$ cat config.mk
export PLATFORM = sky130hd
export DESIGN_NAME = cpu_mem_arbiter_flat
export DESIGN_NICKNAME = d
export VERILOG_FILES = /design/src/rtl/cpu_mem_arbiter_if.sv /design/src/rtl/cpu_mem_arbiter.sv /design/src/flat_wrapper.sv
export SDC_FILE = /design/constraint.sdc
export NUM_CORES = 1
export LEC_CHECK = 0
export ABC_AREA = 1
export BUFFER_PORTS_ARGS = -buffer_cell sky130_fd_sc_hd__clkbuf_2
export CAP_MARGIN = 10
export CORE_UTILIZATION = 42
export DETAILED_ROUTE_END_ITERATION = 8
export PLACE_DENSITY = 0.73
export SLEW_MARGIN = 0
export SYNTH_ARGS = -nofsm -noshare
export SYNTH_HDL_FRONTEND = slang
export SYNTH_SLANG_ARGS = --single-unit
$ cat constraint.sdc
create_clock -name clk -period 3.5 [get_ports clk]
set_input_delay 0.175 -clock clk [delete_from_list [all_inputs] [get_ports clk]]
set_output_delay 0.175 -clock clk [all_outputs]
set_load 0.005 [all_outputs]
$ cat src/rtl/cpu_mem_arbiter_if.sv
// rtl/cpu_mem_arbiter_if.sv - port bundle between the datapath, the arbiter and physical memory
//
// Port summary:
//   port A (fetch)  : read_a, address_a -> rdata_a, resp_a
//   port B (data)   : read_b, write, wmask, address_b, wdata -> rdata_b, resp_b
//   physical memory : pmem_read, pmem_write, pmem_address, pmem_wdata, pmem_wmask <- pmem_rdata, pmem_resp
//   master modport  : datapath/memory environment side
//   slave modport   : arbiter side
interface cpu_mem_arbiter_if #(
  parameter int DATA_WIDTH = 32
);
  localparam int MASK_WIDTH = DATA_WIDTH / 8;

  logic                  read_a;
  logic [DATA_WIDTH-1:0] address_a;
  logic [DATA_WIDTH-1:0] rdata_a;
  logic                  resp_a;

  logic                  read_b;
  logic                  write;
  logic [MASK_WIDTH-1:0] wmask;
  logic [DATA_WIDTH-1:0] address_b;
  logic [DATA_WIDTH-1:0] wdata;
  logic [DATA_WIDTH-1:0] rdata_b;
  logic                  resp_b;

  logic                  pmem_read;
  logic                  pmem_write;
  logic [DATA_WIDTH-1:0] pmem_address;
  logic [DATA_WIDTH-1:0] pmem_wdata;
  logic [MASK_WIDTH-1:0] pmem_wmask;
  logic [DATA_WIDTH-1:0] pmem_rdata;
  logic                  pmem_resp;

  modport master (
    output read_a, address_a, read_b, write, wmask, address_b, wdata, pmem_rdata, pmem_resp,
    input  rdata_a, resp_a, rdata_b, resp_b,
           pmem_read, pmem_write, pmem_address, pmem_wdata, pmem_wmask
  );

  modport slave (
    input  read_a, address_a, read_b, write, wmask, address_b, wdata, pmem_rdata, pmem_resp,
    output rdata_a, resp_a, rdata_b, resp_b,
           pmem_read, pmem_write, pmem_address, pmem_wdata, pmem_wmask
  );
endinterface

$ cat src/rtl/cpu_mem_arbiter.sv
// rtl/cpu_mem_arbiter.sv - round-robin arbiter of fetch and data ports onto one physical memory
//
// Port summary:
//   clk : clock, all state updates on the rising edge
//   rst : asynchronous active-high reset
//   bus : cpu_mem_arbiter_if.slave carrying port A, port B and the physical memory interface
module cpu_mem_arbiter #(
  parameter int DATA_WIDTH = 32
) (
  input logic               clk,
  input logic               rst,
  cpu_mem_arbiter_if.slave  bus
);
  localparam int MASK_WIDTH = DATA_WIDTH / 8;

  typedef enum logic [2:0] {IDLE, BUSY_A, BUSY_B, RESP_A, RESP_B} state_e;
  typedef enum logic {GRANT_A = 1'b0, GRANT_B = 1'b1} grant_e;

  state_e                state_q, state_d;
  grant_e                last_grant_q, last_grant_d;
  logic [DATA_WIDTH-1:0] addr_q, addr_d;
  logic [DATA_WIDTH-1:0] wdata_q, wdata_d;
  logic [MASK_WIDTH-1:0] wmask_q, wmask_d;
  logic                  op_write_q, op_write_d;
  logic [DATA_WIDTH-1:0] rdata_a_q, rdata_a_d;
  logic [DATA_WIDTH-1:0] rdata_b_q, rdata_b_d;

  logic pend_a;
  logic pend_b;
  logic grant_b;

  always_ff @(posedge clk or posedge rst) begin
    if (rst) begin
      state_q      <= IDLE;
      last_grant_q <= GRANT_A;
      addr_q       <= '0;
      wdata_q      <= '0;
      wmask_q      <= '0;
      op_write_q   <= 1'b0;
      rdata_a_q    <= '0;
      rdata_b_q    <= '0;
    end else begin
      state_q      <= state_d;
      last_grant_q <= last_grant_d;
      addr_q       <= addr_d;
      wdata_q      <= wdata_d;
      wmask_q      <= wmask_d;
      op_write_q   <= op_write_d;
      rdata_a_q    <= rdata_a_d;
      rdata_b_q    <= rdata_b_d;
    end
  end

  always_comb begin
    state_d      = state_q;
    last_grant_d = last_grant_q;
    addr_d       = addr_q;
    wdata_d      = wdata_q;
    wmask_d      = wmask_q;
    op_write_d   = op_write_q;
    rdata_a_d    = rdata_a_q;
    rdata_b_d    = rdata_b_q;

    pend_a  = bus.read_a;
    pend_b  = bus.read_b | bus.write;
    // On a conflict, B wins unless it was the last port served.
    grant_b = pend_b && (!pend_a || (last_grant_q == GRANT_A));

    case (state_q)
      IDLE: begin
        if (grant_b) begin
          state_d      = BUSY_B;
          last_grant_d = GRANT_B;
          addr_d       = bus.address_b;
          // write dominates when read_b and write arrive together
          op_write_d   = bus.write;
          wdata_d      = bus.write ? bus.wdata : '0;
          wmask_d      = bus.write ? bus.wmask : '0;
        end else if (pend_a) begin
          state_d      = BUSY_A;
          last_grant_d = GRANT_A;
          addr_d       = bus.address_a;
          op_write_d   = 1'b0;
          wdata_d      = '0;
          wmask_d      = '0;
        end
      end
      BUSY_A: begin
        if (bus.pmem_resp) begin
          rdata_a_d = bus.pmem_rdata;
          state_d   = RESP_A;
        end
      end
      BUSY_B: begin
        if (bus.pmem_resp) begin
          // a store completes without disturbing the last load result
          if (!op_write_q) begin
            rdata_b_d = bus.pmem_rdata;
          end
          state_d = RESP_B;
        end
      end
      RESP_A, RESP_B: state_d = IDLE;
      default:        state_d = IDLE;
    endcase
  end

  // Every output comes from state or latched request registers only.
  assign bus.pmem_read    = (state_q == BUSY_A) || ((state_q == BUSY_B) && !op_write_q);
  assign bus.pmem_write   = (state_q == BUSY_B) && op_write_q;
  assign bus.pmem_address = addr_q & {{(DATA_WIDTH-2){1'b1}}, 2'b00};
  assign bus.pmem_wdata   = wdata_q;
  assign bus.pmem_wmask   = wmask_q;
  assign bus.resp_a       = (state_q == RESP_A);
  assign bus.resp_b       = (state_q == RESP_B);
  assign bus.rdata_a      = rdata_a_q;
  assign bus.rdata_b      = rdata_b_q;

endmodule

$ cat src/flat_wrapper.sv
// flat-port wrapper written by rule: the top's interface ports become plain ports
module cpu_mem_arbiter_flat 
#(
  parameter int DATA_WIDTH = 32
)
  (clk, rst, bus_read_a, bus_address_a, bus_read_b, bus_write, bus_wmask, bus_address_b, bus_wdata, bus_pmem_rdata, bus_pmem_resp, bus_rdata_a, bus_resp_a, bus_rdata_b, bus_resp_b, bus_pmem_read, bus_pmem_write, bus_pmem_address, bus_pmem_wdata, bus_pmem_wmask);
  cpu_mem_arbiter_if #(.DATA_WIDTH(DATA_WIDTH)) bus_i ();
  input logic clk;
  input logic rst;
  input wire logic [$bits(bus_i.read_a)-1:0] bus_read_a;
  input wire logic [$bits(bus_i.address_a)-1:0] bus_address_a;
  input wire logic [$bits(bus_i.read_b)-1:0] bus_read_b;
  input wire logic [$bits(bus_i.write)-1:0] bus_write;
  input wire logic [$bits(bus_i.wmask)-1:0] bus_wmask;
  input wire logic [$bits(bus_i.address_b)-1:0] bus_address_b;
  input wire logic [$bits(bus_i.wdata)-1:0] bus_wdata;
  input wire logic [$bits(bus_i.pmem_rdata)-1:0] bus_pmem_rdata;
  input wire logic [$bits(bus_i.pmem_resp)-1:0] bus_pmem_resp;
  output wire logic [$bits(bus_i.rdata_a)-1:0] bus_rdata_a;
  output wire logic [$bits(bus_i.resp_a)-1:0] bus_resp_a;
  output wire logic [$bits(bus_i.rdata_b)-1:0] bus_rdata_b;
  output wire logic [$bits(bus_i.resp_b)-1:0] bus_resp_b;
  output wire logic [$bits(bus_i.pmem_read)-1:0] bus_pmem_read;
  output wire logic [$bits(bus_i.pmem_write)-1:0] bus_pmem_write;
  output wire logic [$bits(bus_i.pmem_address)-1:0] bus_pmem_address;
  output wire logic [$bits(bus_i.pmem_wdata)-1:0] bus_pmem_wdata;
  output wire logic [$bits(bus_i.pmem_wmask)-1:0] bus_pmem_wmask;
  assign bus_i.read_a = bus_read_a;
  assign bus_i.address_a = bus_address_a;
  assign bus_i.read_b = bus_read_b;
  assign bus_i.write = bus_write;
  assign bus_i.wmask = bus_wmask;
  assign bus_i.address_b = bus_address_b;
  assign bus_i.wdata = bus_wdata;
  assign bus_i.pmem_rdata = bus_pmem_rdata;
  assign bus_i.pmem_resp = bus_pmem_resp;
  assign bus_rdata_a = bus_i.rdata_a;
  assign bus_resp_a = bus_i.resp_a;
  assign bus_rdata_b = bus_i.rdata_b;
  assign bus_resp_b = bus_i.resp_b;
  assign bus_pmem_read = bus_i.pmem_read;
  assign bus_pmem_write = bus_i.pmem_write;
  assign bus_pmem_address = bus_i.pmem_address;
  assign bus_pmem_wdata = bus_i.pmem_wdata;
  assign bus_pmem_wmask = bus_i.pmem_wmask;
  cpu_mem_arbiter #(.DATA_WIDTH(DATA_WIDTH)) u_core (.clk(clk), .rst(rst), .bus(bus_i));
endmodule
## Word level (Yosys, flattened, before mapping)

Cells that the tools add are included.

| storage, ports and cells | value |
|---|---|
| register bits | 137 |
| bits of input ports | 138 |
| word-level logic and storage cells | 47 |

| cells by class | value |
|---|---|
| equality and inequality tests | 7 |
| mux-type cells | 16 |
| bitwise logic cells | 3 |
| reduce and logical (&&, ||, !) cells | 13 |

Operators by type and width:

| cell | count |
|---|---|
| 2-to-1 mux 32 bit | 5 |
| 2-to-1 mux 3 bit | 4 |
| 2-to-1 mux 4 bit | 3 |
| one-hot mux 3 bit (3 select lines) | 1 |
| == test 3 x 2 -> 1 bit, second input constant | 2 |
| AND reduction 3 bit | 2 |
| != test 2 bit, second input constant | 2 |
| AND reduction 2 bit | 2 |
| == test 3 x 1 -> 1 bit, second input constant | 1 |
| == test 3 bit, second input constant | 1 |
| logical AND 1 bit | 3 |
| logical NOT 3 bit | 1 |
| 2-to-1 mux 1 bit | 3 |
| != test 3 x 2 -> 1 bit, second input constant | 1 |
| logical NOT 1 bit | 2 |
| logical OR 1 bit | 2 |
| inverter 1 bit | 2 |
| nonzero test 2 bit | 1 |
| bitwise OR 1 bit | 1 |

## Depth between registers and ports, before layout

Gate-level depths: netlist of the first run.

| depth | value |
|---|---|
| depth after elaboration | 5 |
| gate-level depth with buffers | 9 |
| depth with buffers taken out | 7 |

## Worst setup path after synthesis of the first run

Ideal clock, no wire load.

| timing path | value |
|---|---|
| path kind | register to register |
| from | register u_core.state_q[2] |
| to | register u_core.wdata_q[0], in the netlist u_core.bus.pmem_wdata[0] |
| setup time | 0.116 ns |
| arrival | 1.145 ns |
| required time | 3.384 ns |
| setup slack | 2.239 ns |
| stages on the path, launching flop included | 9 |
| buffers on the path | 2 |
| period minus slack after synthesis | 1.261 ns |
| cells stage by stage | dfrtp_1 > inv_2 > nand3_1 > nor2_4 > inv_2 > buf_6 > buf_6 > nand2_1 > nand2_1 |

| between the ends | value |
|---|---|
| cells in the longest elaborated chain, start to end | 2 |

RTL lines:

| element | RTL line | text |
|---|---|---|
| start, declared | cpu_mem_arbiter.sv:19 | `state_e state_q, state_d;` |
| start signal, assigned | cpu_mem_arbiter.sv:43 | `state_q <= state_d;` |
| logical NOT 3 bit | cpu_mem_arbiter.sv:69 | `case (state_q)` |
| AND reduction 2 bit (no line) | - |  |
| end signal, assigned | cpu_mem_arbiter.sv:46 | `wdata_q <= wdata_d;` |
| end, declared | cpu_mem_arbiter.sv:22 | `logic [DATA_WIDTH-1:0] wdata_q, wdata_d;` |

No other way between the ends.
A chain may end at the register's enable or synchronous reset.

## Worst setup path after layout of the first run

| timing path | value |
|---|---|
| from | register u_core.state_q[2] |
| to | register u_core.wdata_q[12], in the netlist u_core.bus.pmem_wdata[12] |

Same word-level chain as after synthesis.

==> run summary, run 1 <==
===============================================================================
Critical Setup Path Class                                          register to register
Worst endpoint required time                                            3.84 ns
Post-synthesis instance total                                               639
Die X                                                                    118 um
Post-CTS sizing                                                               0
Vias after detailed routing                                                5316
Std-Cell Rows                                                                41
Clock root buffer master                                              clkbuf_16
Power per cell area                                                 860 mW/mm^2
Worst hold stages                                                             3
Post-DP HPWL                                                            9.78 mm
Unrepaired setup endpoints after global routing                           false
Number of global-route vias before repair                                  5361
Average wire per standard cell                                          13.5 um
Final setup viols                                                             0
Initial antenna violation count                                               0
Critical path's slowest cell                                              inv_2
Quantity of I/O buffers inserted on ports                                   267
Sum of routed wire length over all layers                               15.4 mm
Total of warnings raised by yosys                                             0
Max-cap viol count                                                            0
Setup bufs post-CTS                                                           0
CP Max Fanout                                                                67
DRT Pass-1 Iters                                                              4
Maximum clock insertion buffer count                                          2
Count of cells along the worst register-to-register path                      7
Final weighted congestion of routability-driven global placement          0.771
Max rail drop VDD                                                      0.414 mV
Met3 Usage GRT                                                           0.0698
Clock-pin slew on the worst setup and hold paths                        0.06 ns
Critical Path, Cell by Cell                                        inv_2 -> nand3_1 -> nor2_4 -> buf_4 -> inv_2 -> nand2_1 -> nand2_1
Final worst clock skew                                               0.00500 ns
Number of DRC violations after detailed-routing iteration 0                 300
Area of combinational cells with multiple inputs                   0.00176 mm^2
Total Power Consumption                                                 6990 uW
Internal cell power                                                     4410 uW
Flop pwr share                                                            0.389
Period minus WS final                                                   2.17 ns
Family with the most delay on the worst path                       buffers and inverters
Number of hold violations in the final report                                 0
Post-Syn Area per Cell                                                8.80 um^2
CP Buf/Inv Count                                                              3
Dpl cell area                                                      0.00703 mm^2
Layout Cell Area excl Fill                                         0.00813 mm^2
Sw power                                                                2580 uW
Startpoint type of the worst setup path                                register
Area growth from synthesis to final layout                                44.6%
H-Tree Depth                                                                  4
Routed Antenna Nets                                                           0
Distinct cell type count after synthesis                                     21
Logic pwr share                                                           0.372
Status                                                             complete, no violations
Ports placed on the boundary                                                274
Maximum number of pins on one net before global-route repair                 68
Critical path depth                                                           7
Crit. End Element                                                      register
Post-route core utilization                                               0.634
Number of antenna repair diodes                                               0
Headroom to the max-slew limit                                            0.243
DRC violations left                                                           0
Lkg Pwr                                                              0.00469 uW
Remaining Overflow, GRT                                                       0
Starting density of the core                                              0.438
Worst hold margin                                                     0.0187 ns
Total Die Area                                                      0.0138 mm^2
Clock share of power                                                      0.239
Area of the core                                                    0.0128 mm^2
Global-route wire length before repair                                  25.5 mm
Tightest Pin Transition                                                 1.13 ns
Hold Path Class                                                    primary input to register
Worst Path Arrival                                                      2.51 ns
Die Y-Extent                                                             118 um
Busiest metal layer after global routing                                   met2
Combined flip-flop and latch cell area                             0.00338 mm^2
Fraction of layout cells with a size suffix above 1                       0.324
Tcrit/Tclk final                                                          0.621
Max Slew Vio Count                                                            0
Timing-limited maximum frequency                                        460 MHz
Number of nets in the final layout                                         1088
Post-Synthesis Cell Area                                           0.00562 mm^2
Number of clock buffers inserted by TritonCTS                                17
Synthesized flop and latch total                                            135
Setup Total Neg Slack                                                      0 ns
Total routing resource utilization after global routing                   0.232
Global-route met2 utilization                                             0.376
Number of sinks on the clock net                                            135
Routed vias/inst                                                           4.68
Register area share after synthesis                                       0.601
Delay contributed by the slowest stage of the critical path             0.86 ns
TritonCTS clock tree                                                       done
Clock Latency Late Sink                                                 0.41 ns
Post-CTS Hold Fix Bufs                                                       55
Switching share of total power                                            0.369
Filler Cell Count                                                          1089
Global routing met1 resource utilization                                  0.278
===============================================================================
-- layer usage --
layer,vias up,wire [um]
met3,41,1260
met5,-,0
li1,2625,-
met4,0,488
met2,242,7200
met1,2408,6410
-- worst min-delay path, stage by stage --
cell	delay (ns)
clkbuf_2	0.08
inv_1	0.05
o21ai_0	0.07
-- cell type report --
| cell class | count | share of cell area |
|---|---|---|
| flip-flops and latches | 135 | 0.416 |
| repair buffers | 327 | 0.238 |
| multi-input cells | 394 | 0.217 |
| clock inverters | 10 | 0.0129 |
| inverters | 75 | 0.0351 |
| clock buffers | 22 | 0.0546 |
| well taps | 172 | 0.0265 |
-- sequential cells by signal (all words and copies together) (netlist names) --
register,flops
u_core.bus.rdata_b,32
u_core.op_write_q,1
u_core.state_q,3
u_core.bus.pmem_wmask,4
u_core.bus.pmem_wdata,32
u_core.bus.rdata_a,32
u_core.last_grant_q,1
u_core.addr_q,30
-- cell families after synthesis --
group | count (synthesis) | share of synthesized area
DFF | 135 | 0.601
other | 1 | 0.000667
buffers and inverters | 111 | 0.0864
and+or+nand+nor | 296 | 0.213
AOI/OAI and AO/OA | 96 | 0.0991
-- final timing paths --
check	endpoint	slack (ns)	start
max in group asynchronous	u_core.bus.pmem_wdata[8]	2.10	rst
hold reg to reg	u_core.bus.pmem_wdata[4]	0.47	u_core.bus.pmem_wdata[4]
setup / recovery	u_core.bus.pmem_wdata[12]	1.33	u_core.state_q[2]
setup reg to reg	u_core.bus.pmem_wdata[12]	1.33	u_core.state_q[2]
min in group asynchronous	u_core.bus.rdata_b[25]	0.48	rst
hold / removal	u_core.bus.rdata_b[25]	0.02	bus_pmem_rdata[25]
-- power groups by stage --
stage               sequential, uW  clock (uW)  combinational [uW]
floorplan                     2750           0                1400
detailed placement            2710           0                2570
finish                        2720        1670                2600
CTS                           2710        1700                2610
global route                  2810        1780                2940
global placement              2690           0                2500
-- through the flow --
step	setup WS, ns	instances
6_report	1.33	1135
5_1_grt	1.17	1135
4_1_cts	1.39	1135
3_5_place_dp	1.42	1048
3_3_place_gp	1.44	1048
2_1_floorplan	1.65	640
-- cell usage after synthesis --
| cell type | n | area [um^2] |
|---|---|---|
| nand3_4 | 1 | 17.5 |
| buf_6 | 4 | 45.0 |
| buf_2 | 24 | 120 |
| o21ai_1 | 9 | 45.0 |
| buf_4 | 2 | 15.0 |
| o211ai_1 | 30 | 225 |
| nand2_1 | 243 | 912 |
| inv_1 | 70 | 263 |
| nor2_2 | 3 | 18.8 |
| dfrtp_1 | 135 | 3380 |
| inv_2 | 5 | 18.8 |
| o21ai_0 | 56 | 280 |
| nor2_4 | 1 | 11.3 |
| o22ai_1 | 1 | 6.26 |
| nor3_1 | 1 | 5.00 |
| nor2_1 | 4 | 15.0 |
| nand2_2 | 1 | 6.26 |
| clkbuf_1 | 5 | 18.8 |
| conb_1 | 1 | 3.75 |
| clkbuf_2 | 1 | 5.00 |
| nand3_1 | 42 | 210 |
-- cells in the final DEF (no fill, tap or decap) --
| cell type | instances |
|---|---|
| o22ai_1 | 1 |
| dlygate4sd3_1 | 55 |
| clkbuf_2 | 267 |
| nand3_1 | 42 |
| clkbuf_16 | 17 |
| o21ai_0 | 56 |
| bufinv_16 | 2 |
| nor3_1 | 1 |
| nor2_1 | 4 |
| dfrtp_1 | 135 |
| nor2_2 | 3 |
| nand2_2 | 2 |
| buf_12 | 1 |
| clkinvlp_4 | 3 |
| clkinv_2 | 6 |
| o21ai_1 | 9 |
| buf_4 | 4 |
| inv_1 | 69 |
| nand2_1 | 242 |
| inv_2 | 5 |
| conb_1 | 2 |
| nor2_4 | 1 |
| o211ai_1 | 30 |
| nand3_4 | 1 |
| clkbuf_1 | 5 |
Note: power is estimated with default switching activity, not from simulation.
==> run 2, diff against run 1 <==
--- a/config.mk
+++ b/config.mk
@@ -8,9 +8,9 @@
 export ABC_AREA = 1
 export BUFFER_PORTS_ARGS = -buffer_cell sky130_fd_sc_hd__clkbuf_2
 export CAP_MARGIN = 10
-export CORE_UTILIZATION = 42
+export CORE_UTILIZATION = 46
 export DETAILED_ROUTE_END_ITERATION = 8
-export PLACE_DENSITY = 0.73
+export PLACE_DENSITY = 0.76
 export SLEW_MARGIN = 0
 export SYNTH_ARGS = -nofsm -noshare
 export SYNTH_HDL_FRONTEND = slang
==> constraint.sdc (replaced) <==
create_clock -name clk -period 2.2 [get_ports clk]
set_input_delay 0.11 -clock clk [delete_from_list [all_inputs] [get_ports clk]]
set_output_delay 0.11 -clock clk [all_outputs]
set_load 0.005 [all_outputs]
==> run 2 against run 1 <==
Net effect: core utilization up 9.4 points; via count up 4.3%; routed wire length up 5.0%; hold slack better by 0.0086 ns; non-clock buffer count up 49; cell count up 2.1%.
==> run summary, run 2 (synthesis gave the netlist of run 1 again) <==
===============================================================================
Number of hold violations in the final report                                 0
H-Tree Depth                                                                  4
Post-CTS Hold Fix Bufs                                                      100
Clock Latency Late Sink                                                 0.41 ns
Max Slew Vio Count                                                            0
Critical Setup Path Class                                          primary input to register
Timing-limited maximum frequency                                        520 MHz
Maximum clock insertion buffer count                                          2
DRT Pass-1 Iters                                                              4
Post-DP HPWL                                                            9.52 mm
Clock root buffer master                                              clkbuf_16
Tcrit/Tclk final                                                          0.873
Clock share of power                                                      0.264
Average wire per standard cell                                          13.9 um
Starting density of the core                                              0.470
Quantity of I/O buffers inserted on ports                                   267
Crit. End Element                                                      register
Routed vias/inst                                                           4.78
Number of clock buffers inserted by TritonCTS                                17
Number of sinks on the clock net                                            135
Sum of routed wire length over all layers                               16.1 mm
Total routing resource utilization after global routing                   0.263
Logic pwr share                                                           0.365
Number of global-route vias before repair                                  5596
Sw power                                                                4150 uW
Hold Path Class                                                    primary input to register
Filler Cell Count                                                           856
Number of antenna repair diodes                                               0
Vias after detailed routing                                                5543
Max-cap viol count                                                            0
Number of DRC violations after detailed-routing iteration 0                 348
Setup bufs post-CTS                                                           0
Final worst clock skew                                               0.00891 ns
Internal cell power                                                     7480 uW
Clock-pin slew on the worst setup and hold paths                        0.06 ns
Top library cells by usage in the layout, fill and taps aside      267 x clkbuf_2, 242 x nand2_1, 135 x dfrtp_1
Power per cell area                                                1340 mW/mm^2
Setup Total Neg Slack                                                      0 ns
Worst endpoint required time                                            2.53 ns
Worst Path Arrival                                                      2.26 ns
Lkg Pwr                                                              0.00495 uW
Max rail drop VDD                                                      0.743 mV
Most used cell along the critical path                                  nand2_1
Placed cell count                                                          1027
Die X                                                                    113 um
DRC violations left                                                           0
Die Y-Extent                                                             113 um
Post-route core utilization                                               0.727
Total Power Consumption                                                11600 uW
Fraction of layout cells with a size suffix above 1                       0.315
Status                                                             complete, no violations
Critical Path, Cell by Cell                                        dlygate4sd3_1 -> clkbuf_2 -> inv_2 -> nand2_1 -> nor2_2 -> nor2_4 -> inv_2 -> nand2_1 -> nand2_1
Initial antenna violation count                                               0
Delay contributed by the slowest stage of the critical path             0.80 ns
Startpoint type of the worst setup path                            primary input
Maximum number of pins on one net before global-route repair                 68
Layout Cell Area excl Fill                                         0.00870 mm^2
TritonCTS clock tree                                                       done
Dpl cell area                                                      0.00705 mm^2
Ports placed on the boundary                                                274
Post-CTS sizing                                                               0
Global-route wire length before repair                                  26.0 mm
Area of the core                                                    0.0120 mm^2
Total Die Area                                                      0.0127 mm^2
Headroom to the max-slew limit                                            0.258
Area growth from synthesis to final layout                                54.8%
Flop pwr share                                                            0.372
Area of combinational cells with multiple inputs                   0.00176 mm^2
Routed Antenna Nets                                                           0
Finished Layout Cells                                                      1159
Final weighted congestion of routability-driven global placement          0.759
Most common library cell in the layout ignoring fill and taps          clkbuf_2
Critical path's slowest cell                                              inv_2
CP Max Fanout                                                                67
Period minus WS final                                                   1.92 ns
Combined flip-flop and latch cell area                             0.00338 mm^2
Unrepaired setup endpoints after global routing                           false
Switching share of total power                                            0.357
Tightest Pin Transition                                                 1.11 ns
Remaining Overflow, GRT                                                       0
Number of nets in the final layout                                         1137
Final setup viols                                                             0
Std-Cell Rows                                                                40
===============================================================================
-- run 2: changes by cell type in the layout (fill, tap and decap cells not counted), moves of 2 or more --
cell,before,now
buf_12,1,3
buf_4,4,6
bufinv_16,2,5
clkbuf_1,5,2
clkinv_2,6,2
clkinv_4,0,2
dlygate4sd3_1,55,100
-- run 2: metrics by stage --
step	setup slack (ns)	hold WS, ns
final	0.279	0.0273
after detailed placement	0.439	0.235
after CTS	0.299	0.00871
after global placement	0.467	0.236
after global routing	0.115	0.0397
after floorplan	0.411	0.248
-- run 2: worst paths after layout --
path                                     start                   endpoint  slack, ns  depth (start not counted)
max in group asynchronous                  rst          u_core.addr_q[24]       1.13                          4
max reg2reg                  u_core.state_q[2]  u_core.bus.pmem_wdata[19]       0.40                          6
min reg2reg                u_core.last_grant_q        u_core.last_grant_q       0.47                          2
min in group asynchronous                  rst     u_core.bus.rdata_b[25]       0.34                          3
min                          bus_address_a[31]          u_core.addr_q[31]       0.03                          5
max                                  bus_write  u_core.bus.pmem_wdata[19]       0.28                          9
-- run 2: routing by layer --
| metal | wire [um] | vias up | track usage |
|---|---|---|---|
| met4 | 504 | 0 | 0.144 |
| met2 | 8140 | 235 | 0.457 |
| li1 | - | 2726 | - |
| met3 | 1150 | 46 | 0.0810 |
| met5 | 0 | - | 0 |
| met1 | 6340 | 2536 | 0.287 |
-- run 2: critical path: cells and delay by family --
kind / cells / cell delay (ns)
buffers and inverters: 4 / 1.54
AND/OR/NAND/NOR: 5 / 0.61
-- run 2: cell type report --
type | instances | area share
Sequential cell | 135 | 0.388
Tap cell | 147 | 0.0211
Timing Repair Buffer | 376 | 0.281
Clock inverter | 12 | 0.0230
Inverter | 75 | 0.0328
Multi-Input combinational cell | 394 | 0.203
Clock buffer | 20 | 0.0513
-- run 2: power groups by stage --
stage	Combinational [uW]	Clock, uW	Sequential [uW]
final	4240	3070	4320
after global routing	4790	3230	4450
after CTS	4210	3130	4290
after detailed placement	4070	0	4300
after global placement	3990	0	4270
after floorplan	2230	0	4380
